===== config.mk =====
export PLATFORM = sky130hd
export DESIGN_NAME = fifo_uart_tx_amisha_flat
export DESIGN_NICKNAME = d
export VERILOG_FILES = /design/src/rtl/fifo_uart_tx_amisha_pkg.sv /design/src/rtl/fifo_uart_tx_amisha_if.sv /design/src/rtl/fifo_uart_tx_amisha_baud_gen.sv /design/src/rtl/fifo_uart_tx_amisha.sv /design/src/flat_wrapper.sv
export SDC_FILE = /design/constraint.sdc
export NUM_CORES = 1
export LEC_CHECK = 0
export ABC_AREA = 1
export BUFFER_PORTS_ARGS = -buffer_cell sky130_fd_sc_hd__buf_2
export CORE_MARGIN = 2
export CORE_UTILIZATION = 53
export CTS_BUF_LIST = sky130_fd_sc_hd__clkbuf_2
export DETAILED_ROUTE_END_ITERATION = 10
export GPL_TIMING_DRIVEN = 0
export HOLD_SLACK_MARGIN = 0.03
export PLACE_DENSITY = 0.7
export SLEW_MARGIN = 20
export SYNTH_ARGS = -nofsm -noshare
export SYNTH_HDL_FRONTEND = slang
export SYNTH_SLANG_ARGS = --single-unit

===== constraint.sdc =====
create_clock -name clk_amisha -period 4.1 [get_ports clk_amisha]
set_input_delay 1.025 -clock clk_amisha [delete_from_list [all_inputs] [get_ports clk_amisha]]
set_output_delay 1.025 -clock clk_amisha [all_outputs]
set_load 0.01 [all_outputs]

===== src/rtl/fifo_uart_tx_amisha_pkg.sv =====
// -----------------------------------------------------------------------------
// uart_pkg_amisha
// Shared definitions for the UART transmit path and its future receiver twin:
//   - FSM state encodings (IDLE, START, DATA, PARITY, STOP)
//   - OVERSAMPLE: baud ticks per serial bit
// Build option: UART_TX_PARITY_EN (PARITY state used only when defined).
// -----------------------------------------------------------------------------
package uart_pkg_amisha;

   // Baud ticks per bit (16x oversampling)
   localparam int OVERSAMPLE = 16;

   // State encodings, kept as named constants so a receiver can share them
   localparam logic [2:0] ST_IDLE_ENC   = 3'd0;
   localparam logic [2:0] ST_START_ENC  = 3'd1;
   localparam logic [2:0] ST_DATA_ENC   = 3'd2;
   localparam logic [2:0] ST_PARITY_ENC = 3'd3;
   localparam logic [2:0] ST_STOP_ENC   = 3'd4;

   typedef enum logic [2:0] {
      ST_IDLE   = ST_IDLE_ENC,
      ST_START  = ST_START_ENC,
      ST_DATA   = ST_DATA_ENC,
      ST_PARITY = ST_PARITY_ENC,
      ST_STOP   = ST_STOP_ENC
   } tx_state_e;

endpackage


===== src/rtl/fifo_uart_tx_amisha_if.sv =====
// -----------------------------------------------------------------------------
// fifo_uart_tx_amisha_if
// Read-side handshake between a synchronous FIFO and its consumer.
//   fifo_empty_amisha   : FIFO empty flag (FIFO -> consumer)
//   fifo_r_data_amisha  : FIFO head word, valid while not empty (FIFO -> consumer)
//   fifo_rd_amisha      : one-cycle pop strobe (consumer -> FIFO)
// Modports: master = consumer (UART transmitter), slave = FIFO.
// -----------------------------------------------------------------------------
interface fifo_uart_tx_amisha_if #(
   parameter int DBIT_amisha = 8
) ();

   logic                   fifo_empty_amisha;
   logic [DBIT_amisha-1:0] fifo_r_data_amisha;
   logic                   fifo_rd_amisha;

   modport master (
      input  fifo_empty_amisha,
      input  fifo_r_data_amisha,
      output fifo_rd_amisha
   );

   modport slave (
      output fifo_empty_amisha,
      output fifo_r_data_amisha,
      input  fifo_rd_amisha
   );

endinterface


===== src/rtl/fifo_uart_tx_amisha_baud_gen.sv =====
// -----------------------------------------------------------------------------
// baud_gen_amisha
// Mod-DVSR counter producing a one-cycle tick when the count equals DVSR-1.
// A synchronous clear restarts the count at 0 so a frame can align its first
// bit to the clear. Shared with the future receiver.
// Ports:
//   clk_amisha      in  clock
//   reset_n_amisha  in  asynchronous active-low reset
//   clr_amisha      in  synchronous clear of the divider
//   tick_amisha     out baud tick (high for one clock every DVSR clocks)
// -----------------------------------------------------------------------------
module baud_gen_amisha #(
   parameter int DVSR_amisha = 163
) (
   input  logic clk_amisha,
   input  logic reset_n_amisha,
   input  logic clr_amisha,
   output logic tick_amisha
);

   localparam int               DIV_W    = (DVSR_amisha > 1) ? $clog2(DVSR_amisha) : 1;
   localparam logic [DIV_W-1:0] DIV_LAST = DIV_W'(DVSR_amisha - 1);

   logic [DIV_W-1:0] count_r;

   // Divider: counts 0..DVSR-1 and wraps explicitly; clear has priority
   always_ff @(posedge clk_amisha or negedge reset_n_amisha) begin
      if (!reset_n_amisha) begin
         count_r <= {DIV_W{1'b0}};
      end else if (clr_amisha) begin
         count_r <= {DIV_W{1'b0}};
      end else if (count_r == DIV_LAST) begin
         count_r <= {DIV_W{1'b0}};
      end else begin
         count_r <= count_r + DIV_W'(1);
      end
   end

   // Tick decode on the terminal count
   always_comb begin
      tick_amisha = 1'b0;
      if (count_r == DIV_LAST) begin
         tick_amisha = 1'b1;
      end else begin
         tick_amisha = 1'b0;
      end
   end

endmodule


===== src/rtl/fifo_uart_tx_amisha.sv =====
// -----------------------------------------------------------------------------
// fifo_uart_tx_amisha
// FIFO-draining UART transmitter. While the FIFO is non-empty it pops one word
// (combinational pop strobe in IDLE) and sends it as an asynchronous frame:
// start bit, DBIT data bits LSB first, optional even parity, stop bit(s).
// Build option: define UART_TX_PARITY_EN to add the even-parity bit.
// Ports:
//   clk_amisha      in  clock, rising edge
//   reset_n_amisha  in  asynchronous active-low reset
//   fifo            fifo_uart_tx_amisha_if.master (empty, head data, pop strobe)
//   tx_amisha       out serial line, idle high (registered)
//   tx_busy_amisha  out high while a frame is in progress (registered)
// -----------------------------------------------------------------------------
module fifo_uart_tx_amisha
   import uart_pkg_amisha::*;
#(
   parameter int DBIT_amisha    = 8,
   parameter int SB_TICK_amisha = 16,
   parameter int DVSR_amisha    = 163
) (
   input  logic                         clk_amisha,
   input  logic                         reset_n_amisha,
   fifo_uart_tx_amisha_if.master        fifo,
   output logic                         tx_amisha,
   output logic                         tx_busy_amisha
);

   localparam int               BIT_W     = (DBIT_amisha > 1) ? $clog2(DBIT_amisha) : 1;
   localparam logic [BIT_W-1:0] LAST_BIT  = BIT_W'(DBIT_amisha - 1);
   localparam logic [4:0]       LAST_OS   = 5'(OVERSAMPLE - 1);
   localparam logic [4:0]       LAST_STOP = 5'(SB_TICK_amisha - 1);

   tx_state_e              state_r;
   logic [4:0]             tick_cnt_r;
   logic [BIT_W-1:0]       bit_cnt_r;
   logic [DBIT_amisha-1:0] shift_r;
   logic [DBIT_amisha-1:0] shift_next_s;
   logic                   tx_r;
   logic                   busy_r;
   logic                   pop_s;
   logic                   tick_s;
`ifdef UART_TX_PARITY_EN
   logic                   parity_r;

   // Even parity of a data word: the bit that makes the total count of ones even
   function automatic logic even_parity_f(input logic [DBIT_amisha-1:0] word);
      even_parity_f = ^word;
   endfunction
`endif

   // Pop strobe: only from IDLE with data available; held low during reset so
   // the FIFO is never drained while the transmitter is inactive
   always_comb begin
      pop_s = 1'b0;
      if (reset_n_amisha && (state_r == ST_IDLE) && !fifo.fifo_empty_amisha) begin
         pop_s = 1'b1;
      end else begin
         pop_s = 1'b0;
      end
   end

   assign fifo.fifo_rd_amisha = pop_s;

   // Next shift-register value, used to present the following data bit
   always_comb begin
      shift_next_s = shift_r >> 1'b1;
   end

   // Baud tick source, restarted at every pop so bit cells align to the frame
   baud_gen_amisha #(
      .DVSR_amisha (DVSR_amisha)
   ) u_baud_gen (
      .clk_amisha     (clk_amisha),
      .reset_n_amisha (reset_n_amisha),
      .clr_amisha     (pop_s),
      .tick_amisha    (tick_s)
   );

   // Transmit FSM; tx and busy are loaded with the level of the state being
   // entered so they stay registered without a cycle of lag
   always_ff @(posedge clk_amisha or negedge reset_n_amisha) begin
      if (!reset_n_amisha) begin
         state_r    <= ST_IDLE;
         tick_cnt_r <= 5'd0;
         bit_cnt_r  <= {BIT_W{1'b0}};
         shift_r    <= {DBIT_amisha{1'b0}};
         tx_r       <= 1'b1;
         busy_r     <= 1'b0;
`ifdef UART_TX_PARITY_EN
         parity_r   <= 1'b0;
`endif
      end else begin
         case (state_r)
            ST_IDLE: begin
               tx_r   <= 1'b1;
               busy_r <= 1'b0;
               if (pop_s) begin
                  // Word is captured here; later FIFO activity cannot affect it
                  shift_r    <= fifo.fifo_r_data_amisha;
`ifdef UART_TX_PARITY_EN
                  parity_r   <= even_parity_f(fifo.fifo_r_data_amisha);
`endif
                  tick_cnt_r <= 5'd0;
                  bit_cnt_r  <= {BIT_W{1'b0}};
                  state_r    <= ST_START;
                  tx_r       <= 1'b0;
                  busy_r     <= 1'b1;
               end
            end

            ST_START: begin
               if (tick_s) begin
                  if (tick_cnt_r == LAST_OS) begin
                     tick_cnt_r <= 5'd0;
                     bit_cnt_r  <= {BIT_W{1'b0}};
                     state_r    <= ST_DATA;
                     tx_r       <= shift_r[0];
                  end else begin
                     tick_cnt_r <= tick_cnt_r + 5'd1;
                  end
               end
            end

            ST_DATA: begin
               if (tick_s) begin
                  if (tick_cnt_r == LAST_OS) begin
                     tick_cnt_r <= 5'd0;
                     shift_r    <= shift_next_s;
                     if (bit_cnt_r == LAST_BIT) begin
                        bit_cnt_r <= {BIT_W{1'b0}};
`ifdef UART_TX_PARITY_EN
                        state_r   <= ST_PARITY;
                        tx_r      <= parity_r;
`else
                        state_r   <= ST_STOP;
                        tx_r      <= 1'b1;
`endif
                     end else begin
                        bit_cnt_r <= bit_cnt_r + BIT_W'(1);
                        tx_r      <= shift_next_s[0];
                     end
                  end else begin
                     tick_cnt_r <= tick_cnt_r + 5'd1;
                  end
               end
            end

`ifdef UART_TX_PARITY_EN
            ST_PARITY: begin
               if (tick_s) begin
                  if (tick_cnt_r == LAST_OS) begin
                     tick_cnt_r <= 5'd0;
                     state_r    <= ST_STOP;
                     tx_r       <= 1'b1;
                  end else begin
                     tick_cnt_r <= tick_cnt_r + 5'd1;
                  end
               end
            end
`endif

            ST_STOP: begin
               tx_r <= 1'b1;
               if (tick_s) begin
                  if (tick_cnt_r == LAST_STOP) begin
                     // Return to IDLE guarantees at least one idle-high cycle
                     tick_cnt_r <= 5'd0;
                     state_r    <= ST_IDLE;
                     busy_r     <= 1'b0;
                  end else begin
                     tick_cnt_r <= tick_cnt_r + 5'd1;
                  end
               end
            end

            default: begin
               state_r    <= ST_IDLE;
               tick_cnt_r <= 5'd0;
               bit_cnt_r  <= {BIT_W{1'b0}};
               tx_r       <= 1'b1;
               busy_r     <= 1'b0;
            end
         endcase
      end
   end

   assign tx_amisha      = tx_r;
   assign tx_busy_amisha = busy_r;

endmodule

===== src/flat_wrapper.sv =====
// flat-port wrapper written by rule: the top's interface ports become plain ports
module fifo_uart_tx_amisha_flat import uart_pkg_amisha::*;
#(
   parameter int DBIT_amisha    = 8,
   parameter int SB_TICK_amisha = 16,
   parameter int DVSR_amisha    = 163
)
  (clk_amisha, reset_n_amisha, tx_amisha, tx_busy_amisha, fifo_fifo_empty_amisha, fifo_fifo_r_data_amisha, fifo_fifo_rd_amisha);
  fifo_uart_tx_amisha_if #(.DBIT_amisha(DBIT_amisha)) fifo_i ();
  input  logic clk_amisha;
  input  logic reset_n_amisha;
  output logic tx_amisha;
  output logic tx_busy_amisha;
  input wire logic [$bits(fifo_i.fifo_empty_amisha)-1:0] fifo_fifo_empty_amisha;
  input wire logic [$bits(fifo_i.fifo_r_data_amisha)-1:0] fifo_fifo_r_data_amisha;
  output wire logic [$bits(fifo_i.fifo_rd_amisha)-1:0] fifo_fifo_rd_amisha;
  assign fifo_i.fifo_empty_amisha = fifo_fifo_empty_amisha;
  assign fifo_i.fifo_r_data_amisha = fifo_fifo_r_data_amisha;
  assign fifo_fifo_rd_amisha = fifo_i.fifo_rd_amisha;
  fifo_uart_tx_amisha #(.DBIT_amisha(DBIT_amisha), .SB_TICK_amisha(SB_TICK_amisha), .DVSR_amisha(DVSR_amisha)) u_core (.clk_amisha(clk_amisha), .reset_n_amisha(reset_n_amisha), .fifo(fifo_i), .tx_amisha(tx_amisha), .tx_busy_amisha(tx_busy_amisha));
endmodule

# Word-level counts from Yosys, hierarchy flattened
# Index checks and enable logic that the tools add are counted.
[word_totals]
ff_bits = 29
input_bits = 11
out_inout_bits = 3
wordCells = 77
[classes]
addsub = 3
n_eq_ne = 15
mux = 37
n_bitwise = 2
n_reduce_logical = 13
[ops]
columns = ["op", "n"]
rows = [
  ["$mux 8", 5],
  ["$mux 3", 12],
  ["$pmux 3 s4", 2],
  ["$ne 2x1->1 const B", 8],
  ["$pmux 8 s2", 1],
  ["$mux 5", 3],
  ["$mux 1", 11],
  ["$pmux 5 s2", 1],
  ["$add 8x1->8 const B", 1],
  ["$eq 8x8->1 const B", 1],
  ["$reduce_and 4->1", 2],
  ["$reduce_and 8->1", 1],
  ["$eq 3x3->1 const B", 2],
  ["$pmux 1 s3", 2],
  ["$reduce_and 6->1", 1],
  ["$add 5x1->5 const B", 1],
  ["$eq 5x4->1 const B", 1],
  ["$add 3x1->3 const B", 1],
  ["$eq 3x1->1 const B", 1],
  ["$eq 3x2->1 const B", 1],
  ["$logic_not 3->1", 1],
  ["$reduce_and 3->1", 1],
  ["$reduce_or 3->1", 1],
  ["$logic_and 1x1->1", 2],
  ["other kinds (6)", 7],
]

# Longest topological paths before layout
# Gate-level depths: netlist of the first run.
[depth]
depth_word = 6
ltp_mapped = 9
depth_no_buf = 9

# Hierarchy
# From an unflattened synthesis of the first run, not the netlist that was laid out.
[hier_totals]
cells_unflattened = 214
area_unflattened_um2 = 1729.2
[by_module_without_submodules]
columns = ["mod", "n_inst", "cells_each", "area_per_inst_um2", "seq_area_each_um2"]
rows = [
  ["fifo_uart_tx_amisha", 1, 157, 1278.7, 526.8],
  ["baud_gen_amisha", 1, 57, 450.4, 200.2],
]

# Worst setup path after synthesis of the first run
# OpenSTA, ideal clock, no wires.
[synth_timing]
path_type = "input -> output"
startpoint = "in fifo_fifo_empty_amisha"
endpoint = "out fifo_fifo_rd_amisha"
arrival_ns = 1.359
required_ns = 3.075
setup_slack_ns = 1.716
stages = 3
path_buffers = 0
path_cell_list = "inv_1 nand4_1 inv_1"
[synth_via]
elab_chain_len = 3
[synth_lines]
columns = ["item", "line", "rtl"]
rows = [
  ["start, declared", "flat_wrapper.sv:14", "input wire logic [$bits(fifo_i.fifo_empty_amisha)-1:0] fifo_fifo_empty_amisha;"],
  ["$logic_not 1->1", "fifo_uart_tx_amisha.sv:55", "if (reset_n_amisha && (state_r == ST_IDLE) && !fifo.fifo_empty_amisha) begin"],
  ["$logic_and 1x1->1", "fifo_uart_tx_amisha.sv:55", ""],
  ["$mux 1", "fifo_uart_tx_amisha.sv:55", ""],
  ["end, declared", "flat_wrapper.sv:16", "output wire logic [$bits(fifo_i.fifo_rd_amisha)-1:0] fifo_fifo_rd_amisha;"],
]
# No other way between the ends.

# Worst setup path after layout of the first run
[layout_timing]
startpoint = "in reset_n_amisha"
endpoint = "out fifo_fifo_rd_amisha"
[layout_via]
elab_chain_len = 3
[layout_lines]
columns = ["item", "line", "rtl"]
rows = [
  ["start, declared", "flat_wrapper.sv:11", "input logic reset_n_amisha;"],
  ["$logic_and 1x1->1 (2 in a row)", "fifo_uart_tx_amisha.sv:55", ""],
  ["$mux 1", "fifo_uart_tx_amisha.sv:55", ""],
]
# No other way between the ends.

==> qor.yml, run 1 <==
tritoncts: "built"
antenna_found_initial: 0
status: "finished clean"
grt_start_max_net_pins: 32
grt_overflow_total: 0
total_power_mw: 1.09
post-cts-setup-buffers: 0
cpPeakStageDelay_ns: 0.52
rows: 19
cpMostUsedCell: "buf_2"
firstDrtPassIters: 4
synth_area_leaders: "dfrtp_1 (44%), nand2_1 (16%), nand3_1 (6.7%)"
finalClockSkew_ns: 0.0149
syn_inst: 201
synth_top_area_share_pct: 44.3
crit_required_ns: 3.07
grt_pass1_vias: 1322
timing.hold.ws_ns: 0.482
yosys.area.top_type: "dfrtp_1"
antennaDiodeCount: 0
die-area_um2: 3430
yosys_register_bits: 29
place_congestion: 0.917
fin_setup_tns_ns: 0
hold_class: "reg2reg"
dpl.hpwl_mm: 2.27
hold_viol: 0
worstSetupEndpointType: "primary output"
fin_ws_ns: 0.881
pre_cts_slack_ns: 0.831
numCtsBuffers: 5
die_h_um: 58.6
cap_violations: 0
cts_resized: 0
wl_mm: 3.13
yosysSeqAreaShare_pct: 46.0
yosysUniqueCellTypes: 24
port_buffers: 13
setup.worst_path.start: "reset_n_amisha"
grt_pass1_wl_mm: 5.46
drt_iter0_markers: 76
start_util_pct: 56.3
crit_path_cell_trace: "buf_2 -> nand4_1 -> inv_1 -> buf_2"
clk_pin_slew_worst_paths_ns: 0.15
coreArea_um2: 2810
vias_per_cell: 5.38
ant_nets: 0
insertion_delay_ns: 0.35
die-width_um: 58.6
critPathMaxFanout: 31
ctsHoldBuffers: 0
cts_max_path_buffers: 2
start_kind: "primary input"
critPathSlowestCell: "buf_2"
drc: 0
yosys_warnings: 0
routedWlPerCell_um: 12.4
netlist_area_um2: 1580
rsz0062_at_grt: "false"
track_usage_pct: 21.2
htreeDepth: 2
min_from: "u_core.tx_busy_amisha"
drive_gt1_share_pct: 17.1
relSlewSlack_pct: 55.5
critPathKind: "in2out"
syn_avg_cell_area_um2: 7.86
tightestPinTransition_ns: 0.667
p_leak_nw: 0.915
slew_viol_final: 0
period_minus_slack_ns: 3.22
finalSetupViolations: 0
io_pins: 14
power_density_nw_per_um2: 632
fin_nets: 237
r2r_start: "u_core.u_baud_gen.count_r[0]"
fin_crit_sh_pct: 78.5
cts_root_buf: "clkbuf_2"
dr_total_vias: 1362
numClockSinks: 29
syn_to_final_growth_pct: 9.11
arrival_ns: 2.19
max_freq_ghz: 0.311
irDropWorstVdd_mv: 0.315
syn_nets: 217
==> kinds of logic after synthesis <==
kind of cell,Yosys count,synth area share [%]
flip-flops,29,46.0
AO/OA/AOI/OAI,19,6.73
buffers and inverters,22,5.62
AND/OR/NAND/NOR,123,36.0
XOR/XNOR,3,1.66
adder cells (fa/ha/maj),5,3.96
==> state kept, by name (all words and copies together), names as in the netlist <==
| signal | cells |
|---|---|
| u_core.u_baud_gen.count_r | 8 |
| u_core.shift_r | 8 |
| u_core.tick_cnt_r | 5 |
| u_core.tx_amisha | 1 |
| u_core.state_r | 3 |
| u_core.bit_cnt_r | 3 |
| u_core.tx_busy_amisha | 1 |
==> cell usage after synthesis <==
cell	n
a21oi_1	3
buf_2	2
buf_4	1
dfrtp_1	28
dfstp_2	1
ha_1	5
inv_1	16
inv_2	3
nand2_1	67
nand2_2	4
nand3_1	21
nand3_2	1
nand4_1	9
nor2_1	13
nor2_2	1
nor2_4	2
nor3_1	1
nor3_4	1
nor3b_1	3
o21ai_0	11
o21ai_1	4
o21ai_4	1
xnor2_1	2
xor2_1	1
==> critical path, delay by kind of cell <==
family                 cells  cell delay, ns
AND/OR/NAND/NOR            1            0.32
buffers and inverters      3            0.84
==> stage by stage <==
| step | util [%] | instances | cell area, µm² |
|---|---|---|---|
| 5_1_grt | 61.5 | 253 | 1720 |
| 3_5_place_dp | 60.0 | 245 | 1680 |
| 6_report | 61.5 | 253 | 1720 |
| 4_1_cts | 61.5 | 253 | 1720 |
| 2_1_floorplan | - | 201 | 1580 |
| 3_3_place_gp | 60.0 | 245 | 1680 |
==> layout by cell type, fill, tap and decap left out, drive strengths merged <==
| master | instances |
|---|---|
| inv | 19 |
| nand2 | 71 |
| ha | 5 |
| dfrtp | 28 |
| nand4 | 9 |
| a21oi | 3 |
| nand3 | 22 |
| clkbuf | 8 |
| dfstp | 1 |
| xnor2 | 2 |
| o21ai | 16 |
| nor3b | 3 |
| nor2 | 16 |
| buf | 16 |
| xor2 | 1 |
| nor3 | 2 |
==> layout make-up <==
| type | count | area (µm²) |
|---|---|---|
| plain buffers | 3 | 17.5 |
| well taps | 31 | 38.8 |
| fillers | 253 | 1080 |
| inverters | 19 | 71.3 |
| flip-flops and latches | 29 | 727 |
| clock buffers | 8 | 40.0 |
| multi-input cells | 150 | 764 |
| repair buffers | 13 | 65.1 |
==> metal layers <==
metal,track usage (%),share of wire (%)
met3,7.03,4.3
met1,25.6,46
met2,34.7,48
met5,0,0
met4,9.09,1.3
==> final timing paths <==
kind	to	slack (ns)	depth (start not counted)
worst max-delay path	fifo_fifo_rd_amisha	0.88	4
worst min-delay path	u_core.tx_busy_amisha	0.48	2
worst max register to register	u_core.shift_r[0]	2.42	9
worst min register to register	u_core.tx_busy_amisha	0.48	2
max in group asynchronous	u_core.u_baud_gen.count_r[1]	2.98	1
min in group asynchronous	u_core.tick_cnt_r[2]	0.68	1
==> report_power, final <==
group | total [mW] | switching (mW) | internal (mW) | leakage, nW
clock network | 0.145 | 0.0951 | 0.0504 | 0.0332
registers | 0.473 | 0.0821 | 0.391 | 0.374
logic | 0.471 | 0.298 | 0.174 | 0.508
total | 1.09 | 0.475 | 0.615 | 0.915
Power figures use the tool's default switching activity.
==> run 2: changes to the inputs <==
ABC_AREA = 0   (was 1)
clock period = 3.09 ns   (was 4.1 ns; I/O delays follow)
==> run 2 against run 1 <==
  * Flip-flop and latch count unchanged
  * Non-clock buffer count increased by 1
  * Highest routed layer unchanged
  * Largest cell class unchanged
  * Routed wire length decreased by 17%
  * Worst hold slack got worse by 0.15 ns
  * Sequential power increased by 22%
  * Total power decreased by 7.2%
  * Design area decreased by 0.80%
  * Area after synthesis decreased by 0.63%
  * Combinational power decreased by 46%
==> qor.yml, run 2 <==
yosys.area.top_type: "dfrtp_1"
hold_viol: 0
reg_top3: "u_core.shift_r: 8 flops, u_core.u_baud_gen.count_r: 8 flops, u_core.tick_cnt_r: 5 flops"
syn_avg_cell_area_um2: 11.0
clk_pin_slew_worst_paths_ns: 0.14
slew_viol_final: 0
routed-wl-met2_mm: 1.24
crit_path_cell_trace: "clkbuf_4 -> nand2b_1 -> nand2b_1 -> inv_1 -> buf_2"
cap_violations: 0
critPathKind: "in2out"
final_common_cell: "dfrtp_1"
yosysUniqueCellTypes: 38
hold_class: "in2async"
die-width_um: 58.4
worstReg2RegEnd: "u_core.shift_r[4]"
status: "finished clean"
cpPeakStageDelay_ns: 0.36
worstSetupEndpointType: "primary output"
antenna_found_initial: 0
yosys_warnings: 0
fin_setup_tns_ns: 0
r2r_slack_ns: 1.14
fin_nets: 179
antennaDiodeCount: 0
total_power_mw: 1.01
die_h_um: 58.4
wl_mm: 2.61
arrival_ns: 1.93
wl_met3_um: 103
finalClockSkew_ns: 0.0134
crit_family: "buffers and inverters"
synth_top_area_share_pct: 44.6
fin_crit_sh_pct: 87.4
tritoncts: "built"
syn_to_final_growth_pct: 8.92
wl_met1_mm: 1.22
dpl.hpwl_mm: 1.91
irDropWorstVdd_mv: 0.413
place_congestion: 0.806
netlist_area_um2: 1570
synth_area_leaders: "dfrtp_1 (45%), mux2_2 (7.2%), mux2_4 (4.8%)"
start_kind: "primary input"
post-cts-setup-buffers: 0
dr_total_vias: 1084
p_leak_nw: 0.825
critPathMaxFanout: 30
max_freq_ghz: 0.370
power_density_nw_per_um2: 591
placed_cells: 187
layout_common_cells: "dfrtp_1 (28), buf_2 (15), nor2_1 (13)"
numCtsBuffers: 5
ys_async_sr_fraction_pct: 100
tightestPinTransition_ns: 0.392
cts_root_buf: "clkbuf_2"
period_minus_slack_ns: 2.70
grt_start_max_net_pins: 31
r2r_start: "u_core.u_baud_gen.count_r[0]"
track_usage_pct: 19.1
finalSetupViolations: 0
syn_inst: 143
grt_overflow_total: 0
die-area_um2: 3410
rsz0062_at_grt: "false"
drive_gt1_share_pct: 28.2
drt_iter0_markers: 11
vias_per_cell: 5.59
yosys-top-cells-count: "dfrtp_1 (28), nor2_1 (13), mux2_2 (10), o21ai_0 (10), nand2_1 (9)"
rows: 19
grt_pass1_wl_mm: 4.76
routedWlPerCell_um: 13.4
fin_cells: 194
numClockSinks: 29
rr_worst_depth: 6
firstDrtPassIters: 4
synthMostInstantiatedCell: "dfrtp_1"
start_util_pct: 56.5
cts_resized: 0
ctsHoldBuffers: 0
pre_cts_slack_ns: 0.157
io_pins: 14
syn_nets: 159
final_util_pct: 61.5
ant_nets: 0
crit_buf_inv: 3
relSlewSlack_pct: 73.9
insertion_delay_ns: 0.37
coreArea_um2: 2780
ys.flop_type: "dfrtp_1"
critPathSlowestCell: "clkbuf_4"
drc: 0
port_buffers: 13
synth_edf_count: 0
grt_pass1_vias: 1101
yosysSeqAreaShare_pct: 46.3
htreeDepth: 2
crit_required_ns: 2.32
fin_ws_ns: 0.390
cts_max_path_buffers: 2
yosys_register_bits: 29
routed.top_layer: "met4"
cpMostUsedCell: "nand2b_1"
## run 2: cell types whose count changed in the layout (fill, tap and decap cells not counted), sizes merged, moves of 3 or more
cell   delta
a22o      +3
a31oi     +4
and3      +3
inv      -13
mux2     +15
nand2    -62
nand3    -14
nand4     -9
nor2      -3
o21ai     -4
xor2      +4
## run 2: power breakdown
part | switching [mW] | total (mW) | leakage, nW | internal (mW)
clock | 0.128 | 0.181 | 0.0265 | 0.0526
combinational | 0.116 | 0.252 | 0.430 | 0.137
sequential | 0.0884 | 0.578 | 0.368 | 0.490
total | 0.332 | 1.01 | 0.825 | 0.679
## run 2: cells by family (layout without fill, tap and decap cells)
kind of cell             count (synthesis)  after routing  share of synthesized area, %
buffers and inverters                   10             30                          3.11
flip-flops                              29             29                          46.3
AO/OA/AOI/OAI                           25             25                          11.0
XOR/XNOR                                 8              8                          4.46
AND/OR/NAND/NOR                         49             49                          17.9
adder cells (fa/ha/maj)                  5              5                          3.98
multiplexers                            17             17                          13.2
## run 2: routing by layer
| layer | vias to the layer above | global-route usage, % |
|---|---|---|
| li1 | 544 | - |
| met1 | 520 | 23.2 |
| met2 | 15 | 29.7 |
| met3 | 5 | 8.13 |
| met4 | 0 | 8.64 |
| met5 | - | 0 |
## run 2: stage by stage
step,instance area (µm²),hold slack [ns]
detailed placement,1670,0.501
floorplan,1570,0.465
CTS,1710,0.408
global route,1710,0.328
global placement,1670,0.490
finish,1710,0.327
## run 2: final cells by class
cell class / instances / area [µm²]
fillers: 238 / 1070
well taps: 31 / 38.8
repair buffers: 13 / 67.6
plain buffers: 4 / 26.3
clock buffers: 6 / 30.0
clock inverters: 1 / 3.75
flip-flops and latches: 29 / 727
inverters: 6 / 22.5
multi-input cells: 104 / 795
## run 2: worst max path at each step
stage	from	endpoint	slack, ns	depth (start not counted)
after global routing	u_core.state_r[0]	fifo_fifo_rd_amisha	0.22	5
after CTS	reset_n_amisha	fifo_fifo_rd_amisha	0.14	5
after detailed placement	reset_n_amisha	fifo_fifo_rd_amisha	0.16	5
after global placement	reset_n_amisha	fifo_fifo_rd_amisha	0.17	5
after floorplan	fifo_fifo_empty_amisha	fifo_fifo_rd_amisha	1.01	3
final	reset_n_amisha	fifo_fifo_rd_amisha	0.39	5
